<file path="src/rtl/rob_ctrl_pkg.sv">
// Shared ROB sizing constants and index/occupancy types.
package rob_ctrl_pkg;

    localparam int unsigned ROB_DEPTH = 16;
    localparam int unsigned ROB_IDX_W = 4;
    localparam int unsigned INSTR_W   = 32;

    typedef logic [ROB_IDX_W-1:0] rob_idx_t;
    typedef logic [ROB_IDX_W:0]   rob_cnt_t;

endpackage

</file>
<file path="src/rtl/rob_ctrl_if.sv">
// Dispatch, completion, retire and status signals of the ROB controller.
interface rob_ctrl_if;
    import rob_ctrl_pkg::*;

    logic                 disp_valid_1;
    logic                 disp_valid_2;
    logic                 disp_ready;
    rob_idx_t             disp_idx_1;
    rob_idx_t             disp_idx_2;

    logic                 cmp_valid_1;
    logic                 cmp_valid_2;
    logic                 cmp_valid_3;
    rob_idx_t             cmp_rob_1;
    rob_idx_t             cmp_rob_2;
    rob_idx_t             cmp_rob_3;

    logic                 rt_valid_1;
    logic                 rt_valid_2;
    rob_idx_t             rt_idx_1;
    rob_idx_t             rt_idx_2;

    rob_cnt_t             count;
    logic                 full;
    logic                 empty;
    logic [INSTR_W-1:0]   tot_instr_count;
    logic [INSTR_W-1:0]   instr_retired;
    logic                 done;

    // Dispatch/FU side driving the controller.
    modport master (
        output disp_valid_1, disp_valid_2,
        output cmp_valid_1, cmp_valid_2, cmp_valid_3,
        output cmp_rob_1, cmp_rob_2, cmp_rob_3,
        output tot_instr_count,
        input  disp_ready, disp_idx_1, disp_idx_2,
        input  rt_valid_1, rt_valid_2, rt_idx_1, rt_idx_2,
        input  count, full, empty, instr_retired, done
    );

    // The controller itself.
    modport slave (
        input  disp_valid_1, disp_valid_2,
        input  cmp_valid_1, cmp_valid_2, cmp_valid_3,
        input  cmp_rob_1, cmp_rob_2, cmp_rob_3,
        input  tot_instr_count,
        output disp_ready, disp_idx_1, disp_idx_2,
        output rt_valid_1, rt_valid_2, rt_idx_1, rt_idx_2,
        output count, full, empty, instr_retired, done
    );

endinterface

</file>
<file path="src/rtl/rob_ctrl.sv">
// ROB sequencing controller: allocates indices, records completions and
// retires up to two entries per cycle in order.
module rob_ctrl
    import rob_ctrl_pkg::*;
(
    input  logic       clk,
    input  logic       rst,
    rob_ctrl_if.slave  bus
);

    rob_idx_t               r_head;
    rob_idx_t               r_tail;
    rob_cnt_t               r_count;
    logic [ROB_DEPTH-1:0]   r_v;
    logic [ROB_DEPTH-1:0]   r_c;
    logic                   r_rt_valid_1;
    logic                   r_rt_valid_2;
    rob_idx_t               r_rt_idx_1;
    rob_idx_t               r_rt_idx_2;
    logic [INSTR_W-1:0]     r_instr_retired;
    logic                   r_done;

    logic                   w_disp_ready;
    rob_idx_t               w_tail_p1;
    rob_idx_t               w_head_p1;
    logic                   w_alloc_1;
    logic                   w_alloc_2;
    logic                   w_ret_1;
    logic                   w_ret_2;
    logic [1:0]             w_n_alloc;
    logic [1:0]             w_n_ret;
    rob_idx_t               w_head_next;
    rob_idx_t               w_tail_next;
    rob_cnt_t               w_count_next;
    logic [ROB_DEPTH-1:0]   w_v_next;
    logic [ROB_DEPTH-1:0]   w_c_next;
    rob_idx_t               w_rt_idx_1_next;
    rob_idx_t               w_rt_idx_2_next;
    logic [INSTR_W-1:0]     w_instr_next;
    logic                   w_done_next;

    // Next-state: completions mark pre-edge valid entries, retire clears head
    // slots, allocation claims tail slots (never the same slots as retire).
    always_comb begin
        w_disp_ready    = (r_count <= rob_cnt_t'(ROB_DEPTH - 2)) && !r_done;
        w_tail_p1       = r_tail + rob_idx_t'(1);
        w_head_p1       = r_head + rob_idx_t'(1);
        w_alloc_1       = bus.disp_valid_1 && w_disp_ready;
        w_alloc_2       = w_alloc_1 && bus.disp_valid_2;
        w_ret_1         = r_v[r_head] && r_c[r_head];
        w_ret_2         = w_ret_1 && r_v[w_head_p1] && r_c[w_head_p1];
        w_n_alloc       = 2'(w_alloc_1) + 2'(w_alloc_2);
        w_n_ret         = 2'(w_ret_1) + 2'(w_ret_2);
        w_v_next        = r_v;
        w_c_next        = r_c;
        w_rt_idx_1_next = r_rt_idx_1;
        w_rt_idx_2_next = r_rt_idx_2;

        if (bus.cmp_valid_1 && r_v[bus.cmp_rob_1]) w_c_next[bus.cmp_rob_1] = 1'b1;
        if (bus.cmp_valid_2 && r_v[bus.cmp_rob_2]) w_c_next[bus.cmp_rob_2] = 1'b1;
        if (bus.cmp_valid_3 && r_v[bus.cmp_rob_3]) w_c_next[bus.cmp_rob_3] = 1'b1;

        if (w_ret_1) begin
            w_v_next[r_head] = 1'b0;
            w_c_next[r_head] = 1'b0;
            w_rt_idx_1_next  = r_head;
        end
        if (w_ret_2) begin
            w_v_next[w_head_p1] = 1'b0;
            w_c_next[w_head_p1] = 1'b0;
            w_rt_idx_2_next     = w_head_p1;
        end

        if (w_alloc_1) begin
            w_v_next[r_tail] = 1'b1;
            w_c_next[r_tail] = 1'b0;
        end
        if (w_alloc_2) begin
            w_v_next[w_tail_p1] = 1'b1;
            w_c_next[w_tail_p1] = 1'b0;
        end

        w_head_next  = r_head + rob_idx_t'(w_n_ret);
        w_tail_next  = r_tail + rob_idx_t'(w_n_alloc);
        w_count_next = r_count + rob_cnt_t'(w_n_alloc) - rob_cnt_t'(w_n_ret);
        w_instr_next = r_instr_retired + INSTR_W'(w_n_ret);
        w_done_next  = r_done ||
                       ((bus.tot_instr_count != '0) &&
                        (w_instr_next >= bus.tot_instr_count));
    end

    // Registered state update with synchronous reset.
    always_ff @(posedge clk) begin
        if (rst) begin
            r_head          <= '0;
            r_tail          <= '0;
            r_count         <= '0;
            r_v             <= '0;
            r_c             <= '0;
            r_rt_valid_1    <= 1'b0;
            r_rt_valid_2    <= 1'b0;
            r_rt_idx_1      <= '0;
            r_rt_idx_2      <= '0;
            r_instr_retired <= '0;
            r_done          <= 1'b0;
        end else begin
            r_head          <= w_head_next;
            r_tail          <= w_tail_next;
            r_count         <= w_count_next;
            r_v             <= w_v_next;
            r_c             <= w_c_next;
            r_rt_valid_1    <= w_ret_1;
            r_rt_valid_2    <= w_ret_2;
            r_rt_idx_1      <= w_rt_idx_1_next;
            r_rt_idx_2      <= w_rt_idx_2_next;
            r_instr_retired <= w_instr_next;
            r_done          <= w_done_next;
        end
    end

    assign bus.disp_ready    = w_disp_ready;
    assign bus.disp_idx_1    = r_tail;
    assign bus.disp_idx_2    = w_tail_p1;
    assign bus.rt_valid_1    = r_rt_valid_1;
    assign bus.rt_valid_2    = r_rt_valid_2;
    assign bus.rt_idx_1      = r_rt_idx_1;
    assign bus.rt_idx_2      = r_rt_idx_2;
    assign bus.count         = r_count;
    assign bus.full          = (r_count == rob_cnt_t'(ROB_DEPTH));
    assign bus.empty         = (r_count == '0);
    assign bus.instr_retired = r_instr_retired;
    assign bus.done          = r_done;

endmodule

</file>
<file path="src/flat_wrapper.sv">
// flat-port wrapper written by rule: the top's interface ports become plain ports
module rob_ctrl_flat import rob_ctrl_pkg::*;
  (clk, rst, bus_disp_valid_1, bus_disp_valid_2, bus_cmp_valid_1, bus_cmp_valid_2, bus_cmp_valid_3, bus_cmp_rob_1, bus_cmp_rob_2, bus_cmp_rob_3, bus_tot_instr_count, bus_disp_ready, bus_disp_idx_1, bus_disp_idx_2, bus_rt_valid_1, bus_rt_valid_2, bus_rt_idx_1, bus_rt_idx_2, bus_count, bus_full, bus_empty, bus_instr_retired, bus_done);
  rob_ctrl_if bus_i ();
  input  logic clk;
  input  logic rst;
  input wire logic [$bits(bus_i.disp_valid_1)-1:0] bus_disp_valid_1;
  input wire logic [$bits(bus_i.disp_valid_2)-1:0] bus_disp_valid_2;
  input wire logic [$bits(bus_i.cmp_valid_1)-1:0] bus_cmp_valid_1;
  input wire logic [$bits(bus_i.cmp_valid_2)-1:0] bus_cmp_valid_2;
  input wire logic [$bits(bus_i.cmp_valid_3)-1:0] bus_cmp_valid_3;
  input wire logic [$bits(bus_i.cmp_rob_1)-1:0] bus_cmp_rob_1;
  input wire logic [$bits(bus_i.cmp_rob_2)-1:0] bus_cmp_rob_2;
  input wire logic [$bits(bus_i.cmp_rob_3)-1:0] bus_cmp_rob_3;
  input wire logic [$bits(bus_i.tot_instr_count)-1:0] bus_tot_instr_count;
  output wire logic [$bits(bus_i.disp_ready)-1:0] bus_disp_ready;
  output wire logic [$bits(bus_i.disp_idx_1)-1:0] bus_disp_idx_1;
  output wire logic [$bits(bus_i.disp_idx_2)-1:0] bus_disp_idx_2;
  output wire logic [$bits(bus_i.rt_valid_1)-1:0] bus_rt_valid_1;
  output wire logic [$bits(bus_i.rt_valid_2)-1:0] bus_rt_valid_2;
  output wire logic [$bits(bus_i.rt_idx_1)-1:0] bus_rt_idx_1;
  output wire logic [$bits(bus_i.rt_idx_2)-1:0] bus_rt_idx_2;
  output wire logic [$bits(bus_i.count)-1:0] bus_count;
  output wire logic [$bits(bus_i.full)-1:0] bus_full;
  output wire logic [$bits(bus_i.empty)-1:0] bus_empty;
  output wire logic [$bits(bus_i.instr_retired)-1:0] bus_instr_retired;
  output wire logic [$bits(bus_i.done)-1:0] bus_done;
  assign bus_i.disp_valid_1 = bus_disp_valid_1;
  assign bus_i.disp_valid_2 = bus_disp_valid_2;
  assign bus_i.cmp_valid_1 = bus_cmp_valid_1;
  assign bus_i.cmp_valid_2 = bus_cmp_valid_2;
  assign bus_i.cmp_valid_3 = bus_cmp_valid_3;
  assign bus_i.cmp_rob_1 = bus_cmp_rob_1;
  assign bus_i.cmp_rob_2 = bus_cmp_rob_2;
  assign bus_i.cmp_rob_3 = bus_cmp_rob_3;
  assign bus_i.tot_instr_count = bus_tot_instr_count;
  assign bus_disp_ready = bus_i.disp_ready;
  assign bus_disp_idx_1 = bus_i.disp_idx_1;
  assign bus_disp_idx_2 = bus_i.disp_idx_2;
  assign bus_rt_valid_1 = bus_i.rt_valid_1;
  assign bus_rt_valid_2 = bus_i.rt_valid_2;
  assign bus_rt_idx_1 = bus_i.rt_idx_1;
  assign bus_rt_idx_2 = bus_i.rt_idx_2;
  assign bus_count = bus_i.count;
  assign bus_full = bus_i.full;
  assign bus_empty = bus_i.empty;
  assign bus_instr_retired = bus_i.instr_retired;
  assign bus_done = bus_i.done;
  rob_ctrl u_core (.clk(clk), .rst(rst), .bus(bus_i));
endmodule
</file>
<file path="config.mk">
export PLATFORM = sky130hd
export DESIGN_NAME = rob_ctrl_flat
export DESIGN_NICKNAME = d
export VERILOG_FILES = /design/src/rtl/rob_ctrl_pkg.sv /design/src/rtl/rob_ctrl_if.sv /design/src/rtl/rob_ctrl.sv /design/src/flat_wrapper.sv
export SDC_FILE = /design/constraint.sdc
export NUM_CORES = 1
export LEC_CHECK = 0
export CORE_MARGIN = 3
export CORE_UTILIZATION = 49
export DETAILED_ROUTE_END_ITERATION = 6
export PLACE_DENSITY_LB_ADDON = 0.3
export SETUP_SLACK_MARGIN = 0.02
export SYNTH_ARGS = -nofsm -noshare
export SYNTH_HDL_FRONTEND = slang
export SYNTH_SLANG_ARGS = --single-unit
export TNS_END_PERCENT = 5
</file>
<file path="constraint.sdc">
create_clock -name clk -period 5.2 [get_ports clk]
set_clock_uncertainty 0.2 [all_clocks]
set_input_delay 1.04 -clock clk [delete_from_list [all_inputs] [get_ports clk]]
set_output_delay 1.04 -clock clk [all_outputs]
set_load 0.02 [all_outputs]
</file>
# Word level (Yosys, flattened, before mapping)
# Index checks and enable logic that the tools add are counted.
# classes
n_addsub	9
multipliers	0
div_mod_pow	0
magnitude_cmp	16
eq_ne	1
n_shift	0
muxes	39
bitwise	15
reduce_logical	21
# op_table
operator	n
16-bit 2-to-1 mux	11
16-bit AND	6
16-bit OR	5
16-bit NOT	4
4-bit by 5-bit < comparator with 1-bit output, second input constant	7
32-bit by 2-bit adder with 32-bit output	1
32-bit greater-or-equal comparator	1
32-bit nonzero test	1
1-bit binary-select mux with 4-bit select	7
1-bit demux with 4-bit select	7
4-bit by 1-bit greater-or-equal comparator with 1-bit output, second input constant	7
1-bit logical AND	17
1-bit 2-to-1 mux	14
4-bit by 1-bit adder with 4-bit output, second input constant	2
4-bit by 2-bit adder with 4-bit output	2
5-bit by 2-bit adder with 5-bit output	1
5-bit equality test, second input constant	1
5-bit by 4-bit <= comparator with 1-bit output, second input constant	1
5-bit logical NOT	1
5-bit by 2-bit subtractor with 5-bit output	1
1-bit by 1-bit adder with 2-bit output	2
1-bit logical NOT	1
1-bit logical OR	1
# word_totals
reg_bits	88
latch_bits	0
ram_bits	0
mem_bits_ro	0
in_bits	51
wordCells	112
mem_count	0

# Logic depth before layout (Yosys ltp)
# depth
word_depth	18
ltp_mapped	23

# Worst setup path before layout
# Ideal clock, no wire load.
# synth_path
path_type	register to register
from	register u_core.r_head[0]
to	register u_core.r_done (netlist: u_core.bus.done)
arrival_ns	5.100
path_slack_ns	-0.234
path_stages_with_launch	22
path_buffers	1
cell_sequence	dfxtp_1 buf_2 inv_1 ha_1 inv_1 mux4_2 a22oi_1 o221ai_2 inv_1 ha_1 xor2_1 ha_1 a21o_1 nand3_1 nor4_1 nand3_1 xnor2_1 ha_1 a21o_1 a21o_1 a2111oi_0 a21oi_1
# synth_via
elab_chain_cells	10
# synth_lines
item	line_no	text
start: declaration	rob_ctrl.sv:11	rob_idx_t r_head;
start signal: assignment	rob_ctrl.sv:107	r_head <= w_head_next;
4-bit by 1-bit adder with 4-bit output *	rob_ctrl.sv:47	w_head_p1 = r_head + rob_idx_t'(1);
named net u_core.w_head_p1[0]	rob_ctrl.sv:25	rob_idx_t w_head_p1;
1-bit binary-select mux with 4-bit select	rob_ctrl.sv:51	w_ret_2 = w_ret_1 && r_v[w_head_p1] && r_c[w_head_p1];
1-bit 2-to-1 mux (implied by the code)	rob_ctrl.sv:51	
1-bit logical AND	rob_ctrl.sv:51	
1-bit logical AND *	rob_ctrl.sv:51	
named net u_core.w_ret_2	rob_ctrl.sv:29	logic w_ret_2;
1-bit by 1-bit adder with 2-bit output *	rob_ctrl.sv:53	w_n_ret = 2'(w_ret_1) + 2'(w_ret_2);
32-bit by 2-bit adder with 32-bit output *	rob_ctrl.sv:86	w_instr_next = r_instr_retired + INSTR_W'(w_n_ret);
named net u_core.w_instr_next[28]	rob_ctrl.sv:39	logic [INSTR_W-1:0] w_instr_next;
32-bit greater-or-equal comparator *	rob_ctrl.sv:89	(w_instr_next >= bus.tot_instr_count));
1-bit logical AND *	rob_ctrl.sv:88	((bus.tot_instr_count != '0) &&
1-bit logical OR *	rob_ctrl.sv:87	w_done_next = r_done ||
end signal: assignment	rob_ctrl.sv:117	r_done <= w_done_next;
end: declaration	rob_ctrl.sv:21	logic r_done;
# Mark *: on every way through the listed nets, which the timed path passes. The rest lies on a longest branch. The select of a mux whose other input is x is not followed.
# A chain may end at the register's enable or synchronous reset.

# Worst setup path in the final report
# layout_path
from	register u_core.r_head[1]
to	register u_core.r_done (netlist: u_core.bus.done)
# Same word-level chain as after synthesis.

==> flow_summary.ini <==
[clocking]
cts_made_buffers = 9
clkSinkCount = 88
root_buffer = clkbuf_16
htree_levels = 3
cts_buffer_depth = 2
cts_tree = done
insertion_delay_ns = 0.35
clkTransAtPathRegs_ns = 0.06
hold_buffers = 0

[placed_design]
gp_congestion = 0.909
place_ws_ns = 0.0790
place_area_mm2 = 0.00775
port-buffer-count = 109
dp_hpwl_um = 15300

[floorplan]
io_pins = 110
rows = 41
start_util = 0.507
core_area_mm2 = 0.0128
dieHeight_um = 121
dieArea_mm2 = 0.0146
die_x_um = 121

[timing]
hold_ws_ns = 0.264
fmax_mhz = 203
maxSlewHeadroom = 0.314
slew_violations = 0
final-hold-violation-count = 0
setup_slack_ns = 0.263
fin_crit_sh = 0.950
rsz0062_at_grt = false
tns_ns = 0
finalSetupViolCount = 0
worst_slew_pin_slew_ns = 1.03
layout_min_cycle_time_ns = 4.94

[logic_synthesis]
syn_area_mm2 = 0.00648
synthTopCellsByArea = dfxtp_1 (27%), ha_1 (12%), mux4_2 (5.2%)
synth_fp_nets = 888
syn_area_per_cell_um2 = 8.36
yosysMostFrequentCell = dfxtp_1
yosysSeqAreaShare = 0.272
synth_area_leader_cell = dfxtp_1
synth_top_area_frac = 0.272
yosys.cell_types.count = 71
synth_edf_count = 0
synth_top_flop_cell = dfxtp_1
synth.cells.most_frequent = dfxtp_1 (88), inv_1 (67), ha_1 (60), nand2_1 (56), nor2_1 (56)
yosysWarnings = 0
syn-instance-count = 775
ys_ff_latch = 88
postSynth.asyncResetShare = 0

[detailed_routing]
wirelength_um = 19600
ant_nets = 0
via_per_inst = 6.00
vias = 6311
remaining_drc_errors = 0
drt_iter0_drc = 532
first_pass_iters = 5
wl_per_cell_um = 18.6

[grt]
first_global_vias = 6073
grt_max_degree = 52
grt-ovfl-total = 0
grt_usage = 0.268
grt_first_pass_wirelength_um = 31300
antenna_found_initial = 0

[critical_path]
end_kind = flip-flop
path_class = reg -> reg
worstPathArrival_ns = 4.95
critPathMaxFanout = 6
start_kind = flip-flop
cp.required_ns = 5.21
ff2ff_setup_slack_ns = 0.26

[pwr]
power.density_mw_per_mm2 = 221
ir_drop_uv = 228
p_leak_nw = 3.33

[layout]
final_layout_size_suffix_gt1_frac = 0.0762
area_delta_synth_final_pct = 24.4
num_antenna_cells = 0
layout.nets = 987
final_area_mm2 = 0.00806

[flow_run]
cap_violations = 0

[outcome]
outcome = finished, final reports clean

[hold_path]
hold_path.class = reg -> reg
[critical path, cell delays in order, from the launching register on]
cell	delay (ns)
dfxtp_1	0.37
inv_4	0.07
ha_1	0.32
inv_2	0.14
mux4_2	0.56
a22oi_2	0.22
o221ai_2	0.13
inv_1	0.11
ha_1	0.28
ha_1	0.22
a22o_1	0.24
and4_2	0.28
and4_1	0.21
xor2_1	0.15
ha_1	0.29
a21o_1	0.16
a21o_1	0.17
a21oi_1	0.13
nor2_1	0.05
a2111oi_1	0.34
a21oi_1	0.15
[logic make-up after synthesis]
kind of cell | after synthesis | synth area share
flip-flops | 88 | 0.272
multiplexers | 19 | 0.0603
adder cells (fa/ha/maj) | 62 | 0.122
XOR/XNOR | 45 | 0.0632
AO/OA/AOI/OAI | 168 | 0.184
buffers and inverters | 104 | 0.0643
AND/OR/NAND/NOR | 289 | 0.235
[path summary, 6_finish.rpt]
kind / from / end / depth (start not counted)
setup reg to reg: u_core.r_head[1] / u_core.bus.done / 20
setup / recovery: u_core.r_head[1] / u_core.bus.done / 20
hold / removal: u_core.bus.rt_idx_1[0] / u_core.bus.rt_idx_1[0] / 2
hold reg to reg: u_core.bus.rt_idx_1[0] / u_core.bus.rt_idx_1[0] / 2
[registers in the layout, summed over array words and instances, names as in the netlist]
name / cells
u_core.bus.rt_valid_1: 1
u_core.bus.disp_idx_1: 4
u_core.bus.count: 5
u_core.r_c: 16
u_core.bus.rt_idx_1: 4
u_core.r_v: 16
u_core.bus.rt_valid_2: 1
u_core.bus.done: 1
u_core.bus.instr_retired: 32
u_core.r_head: 4
u_core.bus.rt_idx_2: 4
[report_power, final]
| part | internal (mW) | switching, mW |
|---|---|---|
| clock network | 0.336 | 0.270 |
| logic | 0.200 | 0.240 |
| registers | 0.698 | 0.0360 |
| total | 1.23 | 0.546 |
[cells in the final DEF, fill, tap and decap left out, types with 4 or more instances in the layout]
cell	synthesis	layout
clkbuf_16	0	9
nand2_1	56	56
a31oi_1	15	15
inv_1	67	66
and4_1	8	7
dfxtp_1	88	88
a22oi_1	5	4
o21ai_0	29	29
nor3_1	25	24
nand3_1	19	18
and2_1	35	35
xnor2_1	18	18
a21o_1	10	10
nand2b_1	11	11
nand4_1	19	19
o2bb2ai_1	4	4
buf_4	3	15
mux4_2	15	15
o32ai_1	4	4
ha_1	60	59
nor2_1	56	56
and3_1	10	10
clkdlybuf4s50_1	0	108
xor2_1	25	25
nand3b_1	5	5
a21oi_1	44	44
o2111a_1	5	5
a22o_1	4	4
nor4_1	13	12
a32oi_1	6	6
nor2b_1	19	19
[repair_timing]
item / CTS / global route
setup buffers: 0 / 1
resized for setup: 0 / 8
endpoints found under the setup margin: 0 / 1
[final cells by class]
cell class | count | area (um2)
clock buffer | 13 | 250
clock inverter | 3 | 17.5
fill | 1100 | 4720
inverter | 68 | 258
multi-input combinational | 583 | 4350
sequential | 88 | 1760
tap | 172 | 215
timing repair buffer | 124 | 1200
[per-layer routing]
metal,vias up,wire (um),share of wire,GRT usage
met4,0,505,0.026,0.0907
met1,2973,8550,0.44,0.360
li1,2987,-,-,-
met2,313,9040,0.46,0.436
met5,-,0,0,0
met3,38,1470,0.075,0.0480
[through the flow]
step,util,total power [mW],cells
global route,0.631,1.87,1051
CTS,0.628,1.79,1050
detailed placement,0.607,1.19,1034
floorplan,-,1.00,775
global placement,0.607,1.17,1034
finish,0.631,1.78,1051
(Power assumes the default switching activity.)
==> RTL edit 1, RTL diff (config.mk and constraints unchanged) <==
Reset style: asynchronous (`rst`), changed in one clocked block. Comments in the files are not updated.
--- a/src/rtl/rob_ctrl.sv
+++ b/src/rtl/rob_ctrl.sv
@@ -90,7 +90,7 @@
     end
 
     // Registered state update with synchronous reset.
-    always_ff @(posedge clk) begin
+    always_ff @(posedge clk or posedge rst) begin
         if (rst) begin
             r_head          <= '0;
             r_tail          <= '0;
Behaviour: differs if rst is asserted again (counterexample within 4 cycles, from zero or initial values and one cycle with rst high); with rst held inactive, the same outputs for 4 cycles.
==> RTL edit 1 against the unedited design <==
- sequential cell count did not move
- global-route usage up 0.81 points
- final cell count down 5.5%
- area after synthesis up 1.3%
- design area grew 4.0%
- wire length up 3.9%
- worst setup slack worse by 0.094 ns
- highest routed layer unchanged
Power is not compared: it rests on default switching activity, and its combinational part moved more than twofold at a synthesized area within 25%.
==> RTL edit 1: results (changes against the unedited design) <==
| Metric | Value |
|---|---|
| First-pass GRT wire length | `32040 microns (+2.5%)` |
| Share of layout cells above drive strength 1 | `0.1157 (+0.03949)` |
| GP Congestion | `0.9764 (+7.4%)` |
| Area contributors post-synth | `dfrtp_1, ha_1, mux4_2` |
| Nets | `929 (-5.9%)` |
| Hold path start | `u_core.bus.rt_idx_1[0]` |
| CP peak stage delay | `0.52 ns (-0.04 ns)` |
| Async SR Flop Fraction | `1.000 (+1.000)` |
| FF-to-FF setup slack | `0.17 ns (-0.09 ns)` |
| Met1 Usage GRT | `0.4052 (+0.04530)` |
| DRT iter0 DRCs | `499 (-6.2%)` |
| Synth top cells by count | `dfrtp_1, nand2_1, inv_1` |
| Peak supply drop | `0.3889 mV` |
| Sequential element share of the synthesized area | `0.3358 (+0.06379)` |
| Met3 GRT Util | `0.03993 (-0.008093)` |
| Largest net degree at the start of global routing | `49 (-5.8%)` |
| Crit path arrival time | `5.11 ns (+0.16 ns)` |
| Post-placement setup slack | `-0.03375 ns (-0.1127 ns)` |
| Number of global-route vias before repair | `6002 (-1.2%)` |
| Dpl cells | `969 (-6.3%)` |
| Worst path slowest cell | `mux4_2` |
| Mapped Cells | `695 (-10%)` |
| Area after DPL | `7875 sq um (+1.6%)` |
| Gates resized, CTS repair | `2 (+2)` |
| Status | `complete, no violations` |
| Worst Setup SP | `u_core.r_head[0]` |
| Hold Crit Endpoint | `u_core.bus.rt_idx_1[0]` |
| CP max FO | `5 (-1)` |
| Setup crit end | `u_core.bus.done` |
| HPWL Detailed | `15720 microns (+2.6%)` |
| Grt met2 use | `0.4228 (-0.01277)` |
| WHS | `0.2855 ns (+0.02196 ns)` |
| Syn nets | `808 (-9.0%)` |
| WL per Instance | `20.49 microns (+10%)` |
| Final min period | `5.031 ns (+0.09350 ns)` |
| Hold path depth | `2 (unchanged)` |
| Vias per Instance | `6.056 (+0.86%)` |
| Tot Pwr | `0.004651 W` |
| Worst slew margin | `0.4964 (+0.1827)` |
[RTL edit 1: cell families after synthesis]
| kind of cell | Yosys count | synth area share |
|---|---|---|
| flops | 88 | 0.3358 |
| mux | 24 | 0.07537 |
| xor+xnor | 45 | 0.06125 |
| simple gates | 255 | 0.2042 |
| buf+inv | 84 | 0.05114 |
| fa+ha+maj | 62 | 0.1206 |
| compound gates | 137 | 0.1517 |
[RTL edit 1: layer usage]
| metal | wire (microns) | vias to the layer above | share of wire |
|---|---|---|---|
| met5 | 0 | - | 0 |
| li1 | - | 2752 | - |
| met2 | 9326 | 261 | 0.46 |
| met4 | 425 | 0 | 0.021 |
| met3 | 1404 | 28 | 0.069 |
| met1 | 9187 | 2973 | 0.45 |
[RTL edit 1: area by class of cell]
type                            count  area, sq um
Inverter                           62        234.0
Sequential cell                    88         2202
Tap cell                          172        215.2
Clock buffer                       11        242.7
Timing Repair Buffer              132         1287
Fill cell                        1052         4501
Multi-Input combinational cell    523         4115
Clock inverter                      5        78.83
==> RTL edit 2, RTL diff (config.mk and constraints unchanged) <==
Without the edit above. The package constant `ROB_IDX_W` goes from 4 to 2.
--- a/src/rtl/rob_ctrl_pkg.sv
+++ b/src/rtl/rob_ctrl_pkg.sv
@@ -2,7 +2,7 @@
 package rob_ctrl_pkg;
 
     localparam int unsigned ROB_DEPTH = 16;
-    localparam int unsigned ROB_IDX_W = 4;
+    localparam int unsigned ROB_IDX_W = 2;
     localparam int unsigned INSTR_W   = 32;
 
     typedef logic [ROB_IDX_W-1:0] rob_idx_t;
Interface: changed (8 resized); port bits go from 110 to 94. No check against the original RTL was run, so the function may have changed too.
==> RTL edit 2 against the unedited design <==
- area after synthesis decreased by 43%
- die area is 41% lower
- sequential cell count is 34 lower
- power down 49%
- design area fell by 39%
- final cell count down 40%
- wire length fell by 51%
- worst setup slack gained 0.078 ns
- utilization grew 4.0 points
- critical path type unchanged
- critical endpoint unchanged
==> RTL edit 2: results (changes against the unedited design) <==
| Metric | Value |
|---|---|
| Status | `complete, no violations` |
| Mapped Cells | `441 (-43%)` |
| Slew @ Worst Pin | `1.083 ns (+0.05450 ns)` |
| Met3 routed WL | `418 microns (-72%)` |
| First-pass GRT wire length | `15480 microns (-50%)` |
| Combinational group power | `0.000184 W (-58%)` |
| DRT iter0 DRCs | `157 (-70%)` |
| P_int | `0.0006627 W (-46%)` |
| Post-placement setup slack | `0.08327 ns (+0.004294 ns)` |
| Syn nets | `536 (-40%)` |
| Num CTS Buffers | `5 (-4)` |
| Area contributors post-synth | `dfxtp_1, ha_1, nor2b_1` |
| Largest net degree at the start of global routing | `59 (+13%)` |
| Worst path slowest cell | `or4_1` |
| Pwr dens | `186.2 nW/um^2 (-16%)` |
| Worst skew pair latency | `0.31 ns (-0.04 ns)` |
| HPWL Detailed | `7653 microns (-50%)` |
| Synth top cells by count | `dfxtp_1, ha_1, inv_1` |
| DRT met1 WL | `4365 microns (-49%)` |
| Count of input and output buffers | `93 (-15%)` |
| Netlist cell types | `45 (-37%)` |
| Peak supply drop | `0.1849 mV (-19%)` |
| Total Wirelength | `9531 microns (-51%)` |
| Share of layout cells above drive strength 1 | `0.05224 (-0.02398)` |
| GP Congestion | `0.8518 (-6.3%)` |
| Family with the most delay on the worst path | `simple AND/OR/NAND/NOR gates` |
| Clock Power Share | `0.316 (-0.024)` |
| CP peak stage delay | `0.54 ns (-0.02 ns)` |
| WL met2 | `4600 microns (-49%)` |
| LEAKAGE | `2.150 nW (-35%)` |
| Area after DPL | `4746 sq um (-39%)` |
| Grt met2 use | `0.3791 (-0.05644)` |
| Dpl cells | `626 (-39%)` |
| Final min period | `4.860 ns (-0.07765 ns)` |
| CTS Root Cell | `clkbuf_8` |
RTL edit 2: cell count changes after synthesis, sizes merged, moves of 13 or more:
cell,delta
dfxtp,-34
inv,-20
a21oi,-19
ha,-13
a31oi,-14
clkbuf,-16
o21ai,-24
nand2,-31
and2,-28
nor2,-26
mux4,-13
nor2b,+16
RTL edit 2: what timing repair did:
| item | in CTS | in global routing |
|---|---|---|
| endpoints found under the setup margin | 0 | 1 |
| gates resized for setup | 0 | 7 |
| buffers inserted | 0 | 1 |
RTL edit 2: area by class of cell:
class	count	area, sq um
clock buffer	6	72.57
clock inverter	2	37.54
sequential	54	1084
inverter	48	180.2
timing repair buffer	97	955.9
multi-input combinational	329	2434
fill	659	2405
tap	99	123.9
RTL edit 2: worst max-delay path by stage:
stage | startpoint | endpoint | slack, ns | cells past startpoint
2_1_floorplan | u_core.r_head[0] | u_core.bus.done | 0.35 | 17
3_3_place_gp | u_core.r_head[1] | u_core.bus.done | 0.29 | 17
6_report | u_core.r_head[1] | u_core.bus.done | 0.34 | 17
3_5_place_dp | u_core.r_head[1] | u_core.bus.done | 0.08 | 17
5_1_grt | u_core.r_head[1] | u_core.bus.done | 0.02 | 18
4_1_cts | u_core.r_head[1] | u_core.bus.done | 0.03 | 17
RTL edit 2: cells by family after synthesis:
| family | Yosys count | share of synthesized area |
|---|---|---|
| simple gates | 189 | 0.2855 |
| buf+inv | 58 | 0.05993 |
| flops | 54 | 0.2909 |
| fa+ha+maj | 50 | 0.1744 |
| compound gates | 46 | 0.07475 |
| xor+xnor | 36 | 0.08485 |
| mux | 8 | 0.02963 |
